--- src/rtl/mem_rw_arbiter.sv ---
// Write/read arbiter in front of a single-port synchronous memory.
// Round-robin on conflict, one read in flight, and a held read response.
module mem_rw_arbiter #(
   parameter int ADDR_WIDTH = 6,
   parameter int DATA_WIDTH = 32
) (
   input  logic                  CLK,
   input  logic                  RSTn,
   input  logic                  wr_valid,
   output logic                  wr_ready,
   input  logic [ADDR_WIDTH-1:0] wr_addr,
   input  logic [DATA_WIDTH-1:0] wr_data,
   input  logic                  rd_valid,
   output logic                  rd_ready,
   input  logic [ADDR_WIDTH-1:0] rd_addr,
   output logic                  rsp_valid,
   input  logic                  rsp_ready,
   output logic [DATA_WIDTH-1:0] rsp_data,
   output logic                  mem_wr_en,
   output logic [ADDR_WIDTH-1:0] mem_addr,
   output logic [DATA_WIDTH-1:0] mem_wr_data,
   input  logic [DATA_WIDTH-1:0] mem_rd_data
);

   typedef enum logic [0:0] {
      IDLE   = 1'b0,
      RD_CAP = 1'b1
   } state_t;

   localparam logic GRANT_READ  = 1'b0;
   localparam logic GRANT_WRITE = 1'b1;

   state_t                state_r;
   state_t                state_s;
   logic                  last_grant_r;
   logic                  rsp_valid_r;
   logic [DATA_WIDTH-1:0] rsp_data_r;
   logic                  rd_elig_s;
   logic                  grant_wr_s;
   logic                  grant_rd_s;

   // Grant selection, next state and memory-side drive.
   always_comb begin
      state_s     = state_r;
      grant_wr_s  = 1'b0;
      grant_rd_s  = 1'b0;
      rd_elig_s   = rd_valid && (state_r == IDLE) && !rsp_valid_r;

      if (!RSTn) begin
         grant_wr_s = 1'b0;
         grant_rd_s = 1'b0;
      end else if (wr_valid && rd_elig_s) begin
         if (last_grant_r == GRANT_READ) begin
            grant_wr_s = 1'b1;
         end else begin
            grant_rd_s = 1'b1;
         end
      end else if (wr_valid) begin
         grant_wr_s = 1'b1;
      end else if (rd_elig_s) begin
         grant_rd_s = 1'b1;
      end else begin
         grant_wr_s = 1'b0;
         grant_rd_s = 1'b0;
      end

      case (state_r)
         IDLE: begin
            if (grant_rd_s) begin
               state_s = RD_CAP;
            end else begin
               state_s = IDLE;
            end
         end
         RD_CAP:  state_s = IDLE;
         default: state_s = IDLE;
      endcase
   end

   assign wr_ready    = grant_wr_s;
   assign rd_ready    = grant_rd_s;
   assign mem_wr_en   = grant_wr_s;
   assign mem_addr    = grant_wr_s ? wr_addr : rd_addr;
   assign mem_wr_data = wr_data;
   assign rsp_valid   = rsp_valid_r;
   assign rsp_data    = rsp_data_r;

   // State register and round-robin history.
   always_ff @(posedge CLK or negedge RSTn) begin
      if (!RSTn) begin
         state_r      <= IDLE;
         last_grant_r <= GRANT_READ;
      end else begin
         state_r <= state_s;
         if (grant_wr_s) begin
            last_grant_r <= GRANT_WRITE;
         end else if (grant_rd_s) begin
            last_grant_r <= GRANT_READ;
         end else begin
            last_grant_r <= last_grant_r;
         end
      end
   end

   // Response capture (memory data is valid in RD_CAP) and hold until consumed.
   always_ff @(posedge CLK or negedge RSTn) begin
      if (!RSTn) begin
         rsp_valid_r <= 1'b0;
         rsp_data_r  <= {DATA_WIDTH{1'b0}};
      end else if (state_r == RD_CAP) begin
         rsp_valid_r <= 1'b1;
         rsp_data_r  <= mem_rd_data;
      end else if (rsp_valid_r && rsp_ready) begin
         rsp_valid_r <= 1'b0;
         rsp_data_r  <= rsp_data_r;
      end else begin
         rsp_valid_r <= rsp_valid_r;
         rsp_data_r  <= rsp_data_r;
      end
   end

endmodule

--- config.mk ---
export PLATFORM = sky130hd
export DESIGN_NAME = mem_rw_arbiter
export DESIGN_NICKNAME = d
export VERILOG_FILES = /design/src/rtl/mem_rw_arbiter.sv
export SDC_FILE = /design/constraint.sdc
export NUM_CORES = 1
export LEC_CHECK = 0
export CORE_UTILIZATION = 30
export DETAILED_ROUTE_END_ITERATION = 12
export PLACE_DENSITY = 0.91
export SLEW_MARGIN = 20
export SYNTH_ARGS = -nofsm -noshare
export SYNTH_HDL_FRONTEND = slang
export SYNTH_SLANG_ARGS = --single-unit
--- constraint.sdc ---
create_clock -name CLK -period 1.4 [get_ports CLK]
set_input_delay 0.14 -clock CLK [delete_from_list [all_inputs] [get_ports CLK]]
set_output_delay 0.14 -clock CLK [all_outputs]
set_load 0.005 [all_outputs]
==> impl_metrics.toml <==
[job]
max_cap_violations = 0

[setup_path]
cp.required_ps = 1260
worstPathMaxFanout = 7
crit_type = "reg2out"
cp-start-kind = "register"
critPathCaptureType = "output port"
ff2ff_path_depth = 2
cp.arrival_ps = 1500

[timing]
timing.slew.headroom = 0.701
fin_skew_ps = 6.15
min_period_over_period = 1.17
hold_viol = 0
post-route-min-period_ps = 1640
fmax_mhz = 608
worst_pin_slew_ps = 449
finalSetupViolCount = 9
rsz0062_at_grt = "true"
fin_ws_ps = -245
maxSlewViolCount = 0

[yosys]
syn_nets = 201
synthCells = 120
avgSynthCellArea_um2 = 13.7
post-synth-top-area-fraction = 0.531
synth_cell_types = 13
ys_ff_latch = 35
syn-cell-area_mm2 = 0.00165
yosysWarnings = 0
synth_top_cell_by_area = "dfrtp_1"
ys_seq_area_frac = 0.531
synthTopCellsByArea = "dfrtp_1, mux2_2, buf_4"

[clocking]
cts_hold_buffers = 0
cts.path.max_buffers = 2
numCtsBuffers = 5
cts_max_level = 2
clkTransAtPathRegs_ps = 70
worstSkewPairLatency_ps = 280
cts-root-buf = "clkbuf_8"
cts_tree = "done"
cts.sinks = 35

[power]
p_seq_frac = 0.388
peakVddDrop_uv = 772
internal_power_mw = 3.23
pwr-share-clk = 0.216
p_comb_frac = 0.396
p_switching_mw = 1.00
powerDensity_mw_per_mm2 = 1650
netSwitchingFraction = 0.237
p_leak_nw = 1.10

[floorplan]
coreArea_mm2 = 0.00520
start_util = 0.317
die_area_mm2 = 0.00580
die_x_um = 76.1
rows = 26
die_h_um = 76.1
boundaryPins = 155

[routing]
drtIter0Drc = 10
ant_nets = 0
drc_errors = 0
first_pass_iters = 3
via_per_inst = 4.42
via_count = 1158
wl_mm = 3.75
wl_per_cell_um = 14.3

[finish]
num_antenna_cells = 0
final_cell_mix = "clkdlybuf4s50_1, dfrtp_1, mux2_2, buf_4"
nets = 272
final_core_util = 0.494
drive_above_1_share = 0.365
syn2layout_area_growth_pct = 55.8
final_common_cell = "clkdlybuf4s50_1"

[grt]
grt_pass1_vias = 1256
antenna_found_initial = 0
gr-usage-all-layers = 0.137
grt_max_degree = 37
grt.overflow.total = 0
grt_pass1_wl_mm = 6.16

[placement]
place_ws_ps = -558
dp_hpwl_mm = 2.71
place_congestion = 0.738
portBuffers = 90

[outcome]
violations = "setup timing"
status = "finished with violations"

[worst_hold_path]
min_path_type = "in2async"
[repair_timing]
item / CTS / global route
pin swaps: 3 / 3
setup endpoints to repair: 10 / 17
buffers inserted: 2 / 3
gates resized for setup: 29 / 11
[worst paths after layout]
path	from	endpoint	slack, ps
worst min-delay path	RSTn	rsp_data[13]$_DFFE_PN0P_	40
max in group asynchronous	RSTn	rsp_data[31]$_DFFE_PN0P_	1040
worst min register to register	rsp_data[0]$_DFFE_PN0P_	rsp_data[0]$_DFFE_PN0P_	500
worst max register to register	state_r$_DFF_PN0_	rsp_data[31]$_DFFE_PN0P_	80
worst max-delay path	rsp_valid$_DFFE_PN0P_	mem_addr[5]	-240
min in group CLK	wr_data[11]	mem_wr_data[11]	280
[layer usage]
layer / routed length (um) / part of all wire / global-route usage / vias up
li1: - / - / - / 514
met1: 1450 / 0.39 / 0.159 / 548
met2: 1830 / 0.49 / 0.212 / 74
met4: 116 / 0.031 / 0.0808 / 0
met5: 0 / 0 / 0 / -
met3: 356 / 0.095 / 0.0587 / 22
[flip-flops by register name (all words and copies together) (netlist names)]
register / flops
rsp_data: 32
last_grant_r: 1
rsp_valid: 1
state_r: 1
[power groups by stage]
| stage | Sequential, mW | Clock, mW | Combinational [mW] |
|---|---|---|---|
| after floorplan | 1.69 | 0 | 0.561 |
| after global placement | 1.64 | 0 | 1.63 |
| after detailed placement | 1.66 | 0 | 1.65 |
| after CTS | 1.65 | 0.959 | 1.68 |
| after global routing | 1.71 | 1.01 | 1.79 |
| final | 1.64 | 0.915 | 1.67 |
[layout make-up]
| type | instances | area [um^2] |
|---|---|---|
| Inverter | 1 | 3.75 |
| Clock inverter | 2 | 35.0 |
| Sequential cell | 35 | 876 |
| Fill cell | 469 | 2640 |
| Clock buffer | 6 | 82.6 |
| Multi-Input combinational cell | 47 | 527 |
| Timing Repair Buffer | 101 | 957 |
| Tap cell | 70 | 87.6 |
[cell usage after synthesis]
| master | count |
|---|---|
| a21o_1 | 1 |
| a22o_1 | 1 |
| a31oi_4 | 1 |
| buf_2 | 3 |
| buf_4 | 34 |
| dfrtp_1 | 35 |
| inv_1 | 1 |
| mux2_2 | 38 |
| nand2_1 | 1 |
| nand3_1 | 1 |
| nor2_1 | 2 |
| nor2_4 | 1 |
| nor2b_1 | 1 |
[worst max-delay path, cell delays in order, from the launching register on]
cell,delay (ps)
dfrtp_1,400
nor2_4,150
a31oi_4,100
buf_12,150
mux2_4,310
buf_6,120
[logic make-up after synthesis]
family,synth area share
mux,0.259
compound gates,0.0228
simple gates,0.0205
flops,0.531
buf+inv,0.166
[metrics by stage]
stage               hold slack (ps)  instances  setup TNS (ps)  power, mW  instance area [um^2]
finish                         43.2        262           -1550       4.23                  2570
global placement                280        250           -3620       3.26                  2410
CTS                            40.2        260           -2130       4.29                  2570
floorplan                      -156        120               0       2.25                  1650
detailed placement              280        250           -3890       3.32                  2410
global route                   73.2        262           -2220       4.51                  2570
Note: power is estimated with default switching activity, not from simulation.
